$ cat src/rtl/mem_wb_stage.sv
// MEM/WB pipeline register and writeback datapath.
// Captures the MEM-stage result, extracts big-endian load data, drives the
// register-file write port (also the WB bypass source), counts retired
// instructions and flags misaligned halfword/word loads.
module mem_wb_stage #(
  parameter int CNT_W       = 32,
  parameter bit ALIGN_CHECK = 1'b1
) (
  input  logic             Clk,
  input  logic             Rst,
  input  logic             Flush,
  input  logic             MemValid,
  input  logic [31:0]      ALUResult,
  input  logic [31:0]      MemData,
  input  logic [4:0]       RegDst,
  input  logic             RegWrite,
  input  logic             MemToReg,
  input  logic [2:0]       LoadType,
  output logic [31:0]      BusW,
  output logic [4:0]       RW,
  output logic             RegWr,
  output logic             WbValid,
  output logic             AlignErr,
  output logic             AlignErrSticky,
  output logic [CNT_W-1:0] RetireCount
);

  localparam logic [2:0] LT_LH  = 3'b001;
  localparam logic [2:0] LT_LHU = 3'b010;
  localparam logic [2:0] LT_LB  = 3'b011;
  localparam logic [2:0] LT_LBU = 3'b100;

  logic             vld_p1;
  logic             we_p1;
  logic             err_p1;
  logic             m2r_p1;
  logic [2:0]       lt_p1;
  logic [4:0]       rd_p1;
  logic [31:0]      res_p1;
  logic [31:0]      mem_p1;
  logic             sticky;
  logic [CNT_W-1:0] retired;

  // Halfword loads need bit 0 clear; word loads (and unknown types) need both
  // low bits clear. Byte loads can never be misaligned.
  function automatic logic misaligned(input logic [1:0] a, input logic [2:0] lt);
    logic bad;
    case (lt)
      LT_LH, LT_LHU: bad = a[0];
      LT_LB, LT_LBU: bad = 1'b0;
      default:       bad = (a != 2'b00);
    endcase
    return bad;
  endfunction

  // Big-endian lane select and sign/zero extension; byte 0 lives in [31:24].
  function automatic logic [31:0] load_extract(input logic [31:0] word,
                                               input logic [1:0]  a,
                                               input logic [2:0]  lt);
    logic signed [7:0]  b;
    logic signed [15:0] h;
    logic [31:0]        r;
    case (a)
      2'd0:    b = word[31:24];
      2'd1:    b = word[23:16];
      2'd2:    b = word[15:8];
      default: b = word[7:0];
    endcase
    h = a[1] ? word[15:0] : word[31:16];
    case (lt)
      LT_LB:   r = 32'(b);
      LT_LBU:  r = {24'd0, b};
      LT_LH:   r = 32'(h);
      LT_LHU:  r = {16'd0, h};
      default: r = word;
    endcase
    return r;
  endfunction

  // ---- stage p1: MEM/WB capture (fields that reset) ----
  always_ff @(posedge Clk) begin
    if (Rst) begin
      vld_p1 <= 1'b0;
      we_p1  <= 1'b0;
      err_p1 <= 1'b0;
      rd_p1  <= '0;
      res_p1 <= '0;
      mem_p1 <= '0;
    end else begin
      vld_p1 <= MemValid & ~Flush;
      we_p1  <= RegWrite;
      err_p1 <= ALIGN_CHECK & MemToReg & MemValid & ~Flush
                & misaligned(ALUResult[1:0], LoadType);
      rd_p1  <= RegDst;
      res_p1 <= ALUResult;
      mem_p1 <= MemData;
    end
  end

  // Load-control fields need no reset: BusW is 0 after reset whatever they hold.
  always_ff @(posedge Clk) begin
    m2r_p1 <= MemToReg;
    lt_p1  <= LoadType;
  end

  // Retired-instruction counter and sticky alignment flag.
  always_ff @(posedge Clk) begin
    if (Rst) begin
      retired <= '0;
      sticky  <= 1'b0;
    end else begin
      if (vld_p1) retired <= retired + CNT_W'(1);
      if (err_p1) sticky  <= 1'b1;
    end
  end

  // ---- stage p1 outputs: writeback port, purely from registered state ----
  assign BusW           = m2r_p1 ? load_extract(mem_p1, res_p1[1:0], lt_p1) : res_p1;
  assign RW             = rd_p1;
  assign RegWr          = vld_p1 & we_p1 & ~err_p1 & (rd_p1 != 5'd0);
  assign WbValid        = vld_p1;
  assign AlignErr       = err_p1;
  assign AlignErrSticky = sticky;
  assign RetireCount    = retired;

endmodule

$ cat config.mk
export PLATFORM = sky130hd
export DESIGN_NAME = mem_wb_stage
export DESIGN_NICKNAME = d
export VERILOG_FILES = /design/src/rtl/mem_wb_stage.sv
export SDC_FILE = /design/constraint.sdc
export NUM_CORES = 1
export LEC_CHECK = 0
export ABC_AREA = 1
export CAP_MARGIN = 20
export CELL_PAD_IN_SITES_DETAIL_PLACEMENT = 1
export CELL_PAD_IN_SITES_GLOBAL_PLACEMENT = 2
export CORE_ASPECT_RATIO = 1.5
export CORE_MARGIN = 4
export CORE_UTILIZATION = 27
export CTS_CLUSTER_SIZE = 8
export DETAILED_ROUTE_END_ITERATION = 10
export HOLD_SLACK_MARGIN = 0.1
export PLACE_DENSITY_LB_ADDON = 0.1
export SETUP_SLACK_MARGIN = 0.3
export SYNTH_ARGS = -nofsm -noshare
export SYNTH_HDL_FRONTEND = slang
export SYNTH_SLANG_ARGS = --single-unit
$ cat constraint.sdc
create_clock -name Clk -period 3.05 [get_ports Clk]
set_input_delay 0.305 -clock Clk [delete_from_list [all_inputs] [get_ports Clk]]
set_output_delay 0.305 -clock Clk [all_outputs]
set_load 0.1 [all_outputs]
# ---- Word level (Yosys, flattened, before mapping)
# Cells that the tools add are included.
dict set report word_totals {
  reg_bits 109
  in_bits 78
  output_inout_bits 73
  word_cells 41
}
dict set report classes {
  add_sub_neg 1
  eq_ne 10
  mux 6
  bitwise_logic 9
  n_reduce_logical 5
}
# operator n
set ops {}
lappend ops {{$pmux 32 s4} 1}
lappend ops {{$add 32x1->32 const B} 1}
lappend ops {{$mux 32} 1}
lappend ops {{$pmux 8 s3} 1}
lappend ops {{$mux 16} 1}
lappend ops {{$eq 3x2->1 const B} 4}
lappend ops {{$and 1x1->1} 7}
lappend ops {{$eq 3x1->1 const B} 2}
lappend ops {{$eq 3x3->1 const B} 2}
lappend ops {{$reduce_bool 5->1} 1}
lappend ops {{$reduce_or 2->1} 2}
lappend ops {{$eq 2x1->1 const B} 1}
lappend ops {{$eq 2x2->1 const B} 1}
lappend ops {{$logic_not 2->1} 1}
lappend ops {{$not 1->1} 2}
lappend ops {{$pmux 1 s2} 1}
lappend ops {{$reduce_bool 2->1} 1}
lappend ops {{$mux 1} 1}

# ---- Depth between registers and ports, before layout
# Gate-level depths: netlist (run 1).
dict set report depth {
  word_depth 5
  ltp_mapped 10
  ltp_nobuf 9
}

# ---- Worst setup path before layout (run 1)
# OpenSTA, ideal clock, no wires.
dict set report synth_path {
  path_type {register -> output}
  start {reg res_p1[1]}
  end {out BusW[16]}
  arrival_ns 2.322
  required_time_ns 2.745
  path_slack_ns 0.423
  path_stages_with_launch 9
  n_path_buf 1
  path_cell_list {dfxtp_1 -> buf_6 -> nor2_4 -> nand2_1 -> nand3_2 -> nand3b_4 -> o21ai_4 -> nor2_1 -> nor2_1}
}
dict set report synth_via {
  elab_chain_cells 4
  word_cells_on_any_way 7
  classes_between {2 x eq/ne; 4 x mux; 1 x reduce/logical}
}
# item line
set synth_lines {}
lappend synth_lines {{from (decl)} 39} ;# logic [31:0] res_p1;
lappend synth_lines {{from (signal assigned)} 95} ;# res_p1 <= ALUResult;
lappend synth_lines {{$eq 2x2->1 (tied with other cells)} 63} ;# case (a)
lappend synth_lines {{$pmux 8 s3} 63}
lappend synth_lines {{$pmux 32 s4 (*)} 70} ;# case (lt)
lappend synth_lines {{$mux 32 (*)} 118} ;# assign BusW = m2r_p1 ? load_extract(mem_p1, res_p1[1:0], lt_p1) : res_p1;
lappend synth_lines {{to (decl)} 19} ;# output logic [31:0] BusW,
# Mark *: on every way between the ends. The rest lies on a longest branch, timed or not.

# ---- Worst setup path after layout (run 1)
dict set report layout_path {
  start {reg res_p1[0]}
  end {out BusW[23]}
}
dict set report layout_via {
  elab_chain_cells 4
  word_cells_on_any_way 6
  classes_between {2 x eq/ne; 3 x mux; 1 x reduce/logical}
}
# item line
set layout_lines {}
lappend layout_lines {{$eq 2x2->1 (tied with other cells)} 63}
lappend layout_lines {{$pmux 8 s3 (*)} 63}
lappend layout_lines {{$pmux 32 s4 (*)} 70}
lappend layout_lines {{$mux 32 (*)} 118}
# Marks and branches as above.

==> results.py, run 1 <==
metrics = {
    "clocking": {
        "clock_latency_ps": 360,
        "cts_root_buf": "clkbuf_16",
        "cts_max_path_buffers": 2,
        "hold_buffers": 0,
        "cts_tree": "yes",
        "cts_made_buffers": 9,
        "clk_pin_slew_ps": 80,
        "cts_sinks": 109,
        "h-tree-depth": 3,
    },
    "pwr": {
        "vdd_ir_drop_max_v": 0.000224,
        "p_total_mw": 3.64,
        "power.static_leakage_nw": 3.47,
        "powerDensity_nw_per_um2": 489,
    },
    "grt": {
        "grt_overflow": 0,
        "grt_max_degree": 85,
        "antenna_found_initial": 1,
        "grt_pass1_wl_um": 30300,
        "use_met3_pct": 3.13,
        "grt_pass1_vias": 5796,
        "met1_usage_pct": 17.0,
        "met2_usage_pct": 39.3,
        "grt_use_total_pct": 18.2,
        "busiest_layer": "met2",
    },
    "die": {
        "die_h_um": 178,
        "core_um2": 18700,
        "die_width_um": 121,
        "initial_utilization_pct": 27.7,
        "rows": 61,
        "pin_count": 151,
        "dieArea_um2": 21500,
    },
    "final_layout": {
        "fill_cells": 2369,
        "drive_gt1_share_pct": 15.2,
        "area_growth_syn_to_layout_pct": 43.5,
        "final_cell_mix": "170 x nor2_1, 141 x nand2_1, 138 x inv_1",
        "final_common_cell": "nor2_1",
        "final_net_count": 1004,
    },
    "yosys": {
        "muxShareOfSynthArea_pct": 0,
        "ys_seq_elements": 109,
        "async_flop_share_pct": 0,
        "synth_compound_area_share_pct": 8.63,
        "synthFlopType": "dfxtp_1",
        "ys_warn_count": 0,
        "synth_top_family_by_area": "simple AND/OR/NAND/NOR gates",
        "syn-instance-count": 785,
        "synthSimpleGateAreaFrac_pct": 35.4,
        "ys_types": 35,
        "ys_seq_area_share_pct": 42.1,
        "synth_fp_nets": 864,
        "post_synth.cell_area_avg_um2": 6.61,
        "synth_xor_area_share_pct": 0.844,
        "synth_edf_count": 0,
        "synth_fa_ha_area_share_pct": 0.241,
        "syn_area_um2": 5190,
    },
    "timing": {
        "fin_crit_sh_pct": 84.0,
        "period_needed_ps": 2560,
        "maxSlewViolCount": 0,
        "finalSetupViolations": 0,
        "relSlewSlack_pct": 34.5,
        "rsz0062_at_grt": "false",
        "max_slew.worst_pin.slew_ps": 980,
        "clock_skew_ps": 7.45,
        "finalHoldViolCount": 0,
        "max_freq_mhz": 390,
        "fin_setup_tns_ps": 0,
    },
    "placed_design": {
        "portBuffers": 150,
        "hpwlAfterDp_um": 15100,
        "finalWeightedCongestion": 0.797,
    },
    "worst_setup_path": {
        "path_class": "flop to output pin",
        "critical_path_arrival_ps": 2260,
        "cp-start-kind": "flop",
        "required_ps": 2740,
        "end_kind": "output pin",
        "rrSetupSlack_ps": 1220,
        "critPathMaxFanout": 11,
    },
    "routing": {
        "dr_total_vias": 5262,
        "drt_first_iter_violations": 174,
        "drc": 0,
        "dr.pass1.iters": 4,
        "ant_nets": 0,
        "via_per_inst": 4.45,
        "post_drt_wl_per_cell_um": 16.0,
        "routed_wl_um": 18900,
    },
    "outcome": {
        "status": "finished clean",
    },
    "min_path": {
        "hp-class": "primary input to flop",
    },
    "flow_run": {
        "max_cap_viol_count": 0,
    },
}
-- flip-flops by register name, summed over array words and instances, names as in the netlist --
register and count:
WbValid 1, mem_p1 32, AlignErr 1, lt_p1 3, AlignErrSticky 1, we_p1 1
RetireCount 32, m2r_p1 1, res_p1 32, RW 5
-- cell families after synthesis --
kind of cell,count (synthesis)
simple gates,421
buf+inv,170
flops,109
compound gates,79
xor+xnor,5
fa+ha+maj,1
-- Yosys cell counts, types with 2 or more instances --
| library cell | number | area share, % |
|---|---|---|
| o21ai_0 | 29 | 2.8 |
| buf_2 | 4 | 0.39 |
| nand2_1 | 142 | 10 |
| o21a_1 | 5 | 0.72 |
| nor3_2 | 2 | 0.39 |
| a31oi_1 | 3 | 0.36 |
| xor2_1 | 3 | 0.51 |
| or2_2 | 9 | 1.1 |
| nor2_4 | 3 | 0.65 |
| nor2_1 | 170 | 12 |
| buf_6 | 3 | 0.65 |
| nor3_1 | 3 | 0.29 |
| o211ai_1 | 7 | 1.0 |
| dfxtp_1 | 109 | 42 |
| a21oi_1 | 23 | 2.2 |
| xnor2_1 | 2 | 0.34 |
| buf_1 | 7 | 0.51 |
| nand3_1 | 50 | 4.8 |
| clkbuf_1 | 13 | 0.94 |
| inv_1 | 138 | 10 |
| o21ai_1 | 9 | 0.87 |
| inv_2 | 5 | 0.36 |
| nand4_1 | 13 | 1.6 |
| nor2_2 | 22 | 2.7 |
-- report_power, final --
group          switching (mW)  internal, mW  leakage [nW]
Sequential             0.0371          1.48         0.900
Clock                   0.620         0.584         0.147
Combinational           0.589         0.329          2.42
Total                    1.25          2.39          3.47
-- metrics by stage --
step / utilization (%) / hold WS [ps] / instance area [µm²] / instances / setup slack, ps
detailed placement: 38.0 / 480 / 7110 / 1164 / 518
global placement: 38.0 / 457 / 7110 / 1164 / 653
finish: 39.8 / 421 / 7440 / 1183 / 486
floorplan: - / 333 / 5190 / 785 / 423
global route: 39.8 / 417 / 7440 / 1183 / 302
CTS: 39.6 / 408 / 7410 / 1180 / 390
-- area by class of cell --
cell class	instances	area, µm²	area share [%]
flip-flops and latches	109	2180	29.4
repair buffers	156	1760	23.7
multi-input cells	506	2340	31.5
clock buffers	9	225	3.03
well taps	252	315	4.24
diodes	1	2.50	0.0336
inverters	143	537	7.21
clock inverters	7	73.8	0.992
-- worst max-delay path: stages (launching register included) --
cell      delay, ps
dfxtp_1         680
nand2_4         130
or2_4           270
nand3b_4        150
o21ai_4         140
buf_4           170
nor2_2          120
nor2_2           60
buf_12          160
-- worst paths after layout --
kind | cells past startpoint | start | endpoint
worst max-delay path | 8 | res_p1[0]$_SDFF_PP0_ | BusW[23]
worst min-delay path | 1 | LoadType[1] | lt_p1[1]$_DFF_P_
worst max register to register | 7 | WbValid$_SDFF_PP0_ | RetireCount[20]$_SDFFE_PP0P_
worst min register to register | 1 | RetireCount[7]$_SDFFE_PP0P_ | RetireCount[7]$_SDFFE_PP0P_
-- routing by layer --
layer,up-vias,routed length [µm]
li1,2668,-
met1,2502,6470
met2,77,11600
met3,15,621
met4,0,212
met5,-,0
-- what timing repair did --
item                       in CTS  in global routing
setup endpoints to repair      16                  6
buffers inserted                0                  2
gates resized for setup         2                  2
Note: power is estimated with default switching activity, not from simulation.
==> run 2: changes to the inputs <==
--- a/config.mk
+++ b/config.mk
@@ -11,7 +11,7 @@
 export CELL_PAD_IN_SITES_GLOBAL_PLACEMENT = 2
 export CORE_ASPECT_RATIO = 1.5
 export CORE_MARGIN = 4
-export CORE_UTILIZATION = 27
+export CORE_UTILIZATION = 25
 export CTS_CLUSTER_SIZE = 8
 export DETAILED_ROUTE_END_ITERATION = 10
 export HOLD_SLACK_MARGIN = 0.1
==> constraint.sdc (replaced) <==
create_clock -name Clk -period 2.4 [get_ports Clk]
set_input_delay 0.24 -clock Clk [delete_from_list [all_inputs] [get_ports Clk]]
set_output_delay 0.24 -clock Clk [all_outputs]
set_load 0.1 [all_outputs]
==> run 2 against run 1 <==
Net effect: flip-flop and latch count did not move; combinational power is 49% higher; cell area increased by 11%; critical path type unchanged; critical path depth fell by 1; routed wire length is 3.5% higher; global-route usage is 1.3 points lower; hold slack worse by 78 ps; first-iteration DRC count is 41% lower; setup slack got worse by 220 ps; critical endpoint is now BusW[27].
==> results.py, run 2 (synthesis results as in run 1) <==
metrics = {
    "final_layout": {
        "drive_gt1_share_pct": 27.3,
        "n_antenna_cell": 0,
        "area_growth_syn_to_layout_pct": 58.9,
        "final_net_count": 1026,
        "design_area_um2": 8250,
        "final_cell_mix": "158 x nor2_1, 127 x inv_1, 111 x nand2_1",
        "final_common_cell": "nor2_1",
    },
    "pwr": {
        "power.static_leakage_nw": 3.75,
        "powerDensity_nw_per_um2": 572,
        "vdd_ir_drop_max_v": 0.000296,
    },
    "clocking": {
        "h-tree-depth": 3,
        "clk_pin_slew_ps": 80,
        "cts_tree": "yes",
        "cts_max_path_buffers": 2,
        "cts_sinks": 109,
        "cts_root_buf": "clkbuf_16",
        "cts_made_buffers": 9,
        "clock_latency_ps": 360,
    },
    "grt": {
        "grt_pass1_wl_um": 31100,
        "grt_overflow": 0,
        "grt_use_total_pct": 17.0,
        "grt_pass1_vias": 5912,
        "grt_max_degree": 43,
        "antenna_found_initial": 0,
    },
    "worst_setup_path": {
        "critPathMaxFanout": 8,
        "required_ps": 2160,
        "cp-start-kind": "flop",
        "rr_worst_depth": 8,
        "rrSetupSlack_ps": 620,
        "critical_path_arrival_ps": 1900,
        "path_class": "flop to output pin",
        "reg2reg_from": "RetireCount[0]$_SDFFE_PP0P_",
        "end_kind": "output pin",
        "reg2reg_to": "RetireCount[26]$_SDFFE_PP0P_",
    },
    "routing": {
        "dr.pass1.iters": 4,
        "drt_first_iter_violations": 102,
        "routed_wl_um": 19600,
        "drc": 0,
        "ant_nets": 0,
        "dr_total_vias": 5418,
        "post_drt_wl_per_cell_um": 16.1,
        "via_per_inst": 4.46,
    },
    "die": {
        "die_width_um": 126,
        "rows": 64,
        "die_h_um": 184,
        "dieArea_um2": 23200,
        "pin_count": 151,
        "core_um2": 20400,
        "initial_utilization_pct": 25.4,
    },
    "placed_design": {
        "hpwlAfterDp_um": 15500,
        "portBuffers": 150,
        "place_area_um2": 7280,
        "finalWeightedCongestion": 0.819,
    },
    "timing": {
        "max_slew.worst_pin.slew_ps": 503,
        "clock_skew_ps": 10.6,
        "rsz0062_at_grt": "true",
        "finalSetupViolations": 0,
        "period_needed_ps": 2140,
        "fin_crit_sh_pct": 89.0,
        "relSlewSlack_pct": 66.5,
        "fin_setup_tns_ps": 0,
        "maxSlewViolCount": 0,
        "finalHoldViolCount": 0,
        "max_freq_mhz": 468,
    },
    "min_path": {
        "holdPathEnd": "m2r_p1$_DFF_P_",
        "hp-class": "primary input to flop",
        "hp-start": "MemToReg",
        "hold_path_depth": 1,
    },
    "flow_run": {
        "max_cap_viol_count": 0,
    },
    "outcome": {
        "status": "finished clean",
    },
}
-- run 2: cell types whose count changed in the layout (fill, tap and decap cells not counted), moves of 8 or more --
cell	change
o21ai_1	-9
nand2_1	-30
nand2_2	+22
nor2_2	-10
nand3_1	-14
nand3_2	+9
nor2_4	+22
nand2_4	+8
o21ai_2	+11
nor2_1	-12
inv_1	-11
buf_4	+16
-- run 2: worst max-delay path by stage --
stage,from,to
final,res_p1[1]$_SDFF_PP0_,BusW[27]
after floorplan,res_p1[1]$_SDFF_PP0_,BusW[16]
after global placement,res_p1[0]$_SDFF_PP0_,BusW[18]
after detailed placement,res_p1[0]$_SDFF_PP0_,BusW[19]
after CTS,res_p1[1]$_SDFF_PP0_,BusW[16]
after global routing,lt_p1[1]$_DFF_P_,BusW[6]
-- run 2: critical path, stage by stage, from the launching register on --
cell and delay, ps:
dfxtp_4 390, buf_8 130, o21a_4 200, o21ai_4 250, buf_12 190, nor2_2 60
nor2_4 110, buf_12 180
-- run 2: routing by layer --
| metal | part of all wire, % | vias up | global-route usage, % |
|---|---|---|---|
| met4 | 3.8 | 0 | 6.68 |
| met5 | 0 | - | 0 |
| met1 | 35 | 2558 | 16.5 |
| met2 | 58 | 117 | 34.4 |
| li1 | - | 2706 | - |
| met3 | 3.4 | 37 | 3.36 |
-- run 2: power breakdown --
part	total, mW	internal [mW]	switching (mW)
combinational	1.37	0.523	0.843
sequential	1.93	1.88	0.0528
clock	1.43	0.738	0.688
-- run 2: metrics by stage --
step                      utilization, %  total power [mW]  setup slack (ps)  hold WS (ps)  instances
final                               40.4              4.72               265           344       1216
after global routing                40.4              4.94               186           341       1216
after CTS                           38.2              4.71               245           325       1205
after global placement              35.6              3.18               322           451       1181
after detailed placement            35.6              3.19               256           457       1181
after floorplan                        -              2.69               296           268        785
-- run 2: final cells by class --
class | count | area [µm²]
Multi-Input combinational cell | 506 | 2820
Clock buffer | 12 | 246
Tap cell | 264 | 330
Sequential cell | 109 | 2210
Timing Repair Buffer | 178 | 2050
Clock inverter | 4 | 31.3
Inverter | 143 | 556
Fill cell | 2478 | 12200
-- run 2: what timing repair did --
action,in CTS,in global routing
pin swaps,5,41
endpoints found under the hold margin,1,0
setup buffers,6,10
gates resized for setup,55,92
hold buffers,1,0
setup endpoints to repair,32,32
cloned,1,1
==> run 3: changes to the inputs <==
--- a/config.mk
+++ b/config.mk
@@ -12,7 +12,6 @@
 export CORE_ASPECT_RATIO = 1.5
 export CORE_MARGIN = 4
 export CORE_UTILIZATION = 25
-export CTS_CLUSTER_SIZE = 8
 export DETAILED_ROUTE_END_ITERATION = 10
 export HOLD_SLACK_MARGIN = 0.1
 export PLACE_DENSITY_LB_ADDON = 0.1
==> constraint.sdc (replaced) <==
create_clock -name Clk -period 2.3 [get_ports Clk]
set_input_delay 0.23 -clock Clk [delete_from_list [all_inputs] [get_ports Clk]]
set_output_delay 0.23 -clock Clk [all_outputs]
set_load 0.1 [all_outputs]
==> run 3 against run 2 <==
Net effect: clock-buffer cell count shrank 3; cell area is 1.4% lower; sequential power is 4% higher; flip-flop and latch count did not move; non-clock buffer count up 2; combinational power hardly changed; first-iteration DRC count rose by 31%; core utilization shrank 0.56 points; critical path type unchanged; critical endpoint is now BusW[18]; highest routed layer unchanged.
==> results.py, run 3 (synthesis results as in run 1) <==
metrics = {
    "pwr": {
        "pwr-share-comb_pct": 27.5,
        "switching_share_pct": 33.7,
        "power.static_leakage_nw": 3.71,
        "pwr-share-seq_pct": 39.8,
        "vdd_ir_drop_max_v": 0.000283,
        "p_sw_mw": 1.71,
        "powerDensity_nw_per_um2": 622,
        "p_clk_share_pct": 32.7,
        "internal-power_mw": 3.35,
    },
    "timing": {
        "maxSlewViolCount": 0,
        "clock_skew_ps": 14.0,
        "fin_crit_sh_pct": 93.4,
        "period_needed_ps": 2150,
        "relSlewSlack_pct": 63.0,
        "finalSetupViolations": 0,
        "fin_setup_tns_ps": 0,
        "rsz0062_at_grt": "true",
        "whs_ps": 335,
        "max_slew.worst_pin.slew_ps": 555,
        "max_freq_mhz": 466,
        "finalHoldViolCount": 0,
    },
    "final_layout": {
        "final_cell_mix": "158 x nor2_1, 126 x inv_1, 123 x nand2_1",
        "final_common_cell": "nor2_1",
        "design_area_um2": 8130,
        "final_net_count": 1028,
        "drive_gt1_share_pct": 26.8,
        "fill_cells": 2500,
        "area_growth_syn_to_layout_pct": 56.7,
        "n_antenna_cell": 0,
    },
    "die": {
        "die_width_um": 126,
        "initial_utilization_pct": 25.4,
        "pin_count": 151,
        "die_h_um": 184,
        "rows": 64,
        "core_um2": 20400,
        "dieArea_um2": 23200,
    },
    "grt": {
        "grt_max_degree": 52,
        "met2_usage_pct": 36.1,
        "use_met3_pct": 3.16,
        "grt_overflow": 0,
        "grt_pass1_vias": 6140,
        "grt_use_total_pct": 17.6,
        "grt_pass1_wl_um": 32200,
        "antenna_found_initial": 0,
        "met1_usage_pct": 17.0,
        "busiest_layer": "met2",
    },
    "clocking": {
        "cts_root_buf": "clkbuf_16",
        "cts_tree": "yes",
        "cts_max_path_buffers": 2,
        "hold_buffers": 0,
        "cts_made_buffers": 9,
        "clock_latency_ps": 360,
        "cts_sinks": 109,
        "clk_pin_slew_ps": 90,
        "h-tree-depth": 3,
    },
    "placed_design": {
        "hpwlAfterDp_um": 15800,
        "place_area_um2": 7310,
        "portBuffers": 150,
        "finalWeightedCongestion": 0.869,
    },
    "worst_setup_path": {
        "slowest_delay_ps": 350,
        "critPathSlowestCell": "dfxtp_2",
        "crit_family": "simple AND/OR/NAND/NOR gates",
        "critPathMaxFanout": 16,
        "path_class": "flop to output pin",
        "cp_cell_sequence": "buf_6 > nand3_4 > nand2_4 > nor2_4 > inv_4 > o21ai_1 > nor2_4 > nor2_4 > buf_12",
        "critical_path_arrival_ps": 1920,
        "end_kind": "output pin",
        "cp-start-kind": "flop",
        "cp_common_cell": "nor2_4",
        "required_ps": 2070,
        "path_buf_inv": 3,
    },
    "routing": {
        "post_drt_wl_per_cell_um": 16.5,
        "routed_wl_um": 20100,
        "drc": 0,
        "ant_nets": 0,
        "drt_first_iter_violations": 134,
        "dr.pass1.iters": 4,
        "via_per_inst": 4.48,
        "dr_total_vias": 5454,
    },
    "min_path": {
        "hp-class": "primary input to flop",
    },
    "outcome": {
        "status": "finished clean",
    },
    "flow_run": {
        "max_cap_viol_count": 0,
    },
}
run 3: cell count changes in the layout (fill, tap and decap cells not counted), moves of 7 or more:
cell | previous run | this run
nand2_1 | 111 | 123
dfxtp_2 | 3 | 14
dfxtp_1 | 100 | 91
nor2_2 | 12 | 3
nor2_4 | 25 | 34
buf_6 | 0 | 7
run 3: path summary, 6_finish.rpt:
check                                            startpoint                            to  slack (ps)  depth (start not counted)
worst max register to register  RetireCount[0]$_SDFFE_PP0P_  RetireCount[26]$_SDFFE_PP0P_         530                          7
worst max-delay path                       lt_p1[0]$_DFF_P_                      BusW[18]         150                          9
worst min register to register  RetireCount[7]$_SDFFE_PP0P_   RetireCount[7]$_SDFFE_PP0P_         470                          1
worst min-delay path                            LoadType[0]              lt_p1[0]$_DFF_P_         330                          1
run 3: per-stage QoR:
stage	setup WS, ps	total power [mW]	cells	utilization, %
5_1_grt	79.9	5.28	1218	39.8
2_1_floorplan	206	2.81	785	-
4_1_cts	152	5.13	1217	39.5
3_5_place_dp	233	3.33	1183	35.8
6_report	153	5.06	1218	39.8
3_3_place_gp	283	3.32	1183	35.8
run 3: metal layers:
layer,vias up,part of all wire (%)
li1,2710,-
met1,2610,35
met2,103,59
met3,31,3.3
met4,0,3.1
met5,-,0
run 3: cell type report:
class	count	area [µm²]	area share, %
Clock buffer	9	225	2.77
Clock inverter	7	81.3	1.00
Multi-Input combinational cell	506	2710	33.3
Sequential cell	109	2210	27.2
Inverter	143	553	6.80
Timing Repair Buffer	180	2020	24.9
Tap cell	264	330	4.06
run 3: what timing repair did:
action / 4_1_cts / 5_1_grt
resized for setup: 98 / 15
pin swaps: 20 / 6
gates cloned: 1 / 0
setup buffers: 17 / 1
endpoints found under the setup margin: 32 / 32
run 3: power by group through the flow:
| stage | Combinational (mW) | Clock [mW] | Sequential [mW] |
|---|---|---|---|
| 5_1_grt | 1.47 | 1.79 | 2.02 |
| 4_1_cts | 1.40 | 1.72 | 2.01 |
| 2_1_floorplan | 0.728 | 0 | 2.08 |
| 6_report | 1.39 | 1.65 | 2.01 |
| 3_3_place_gp | 1.27 | 0 | 2.05 |
| 3_5_place_dp | 1.28 | 0 | 2.05 |
run 3: worst register-to-register path, stage by stage (launching register included):
cell      delay (ps)
dfxtp_2          370
ha_1             200
nand3_1          110
nand3b_1         310
nor2_1           400
nand4_1          140
nand2_1          100
nor2_1            40
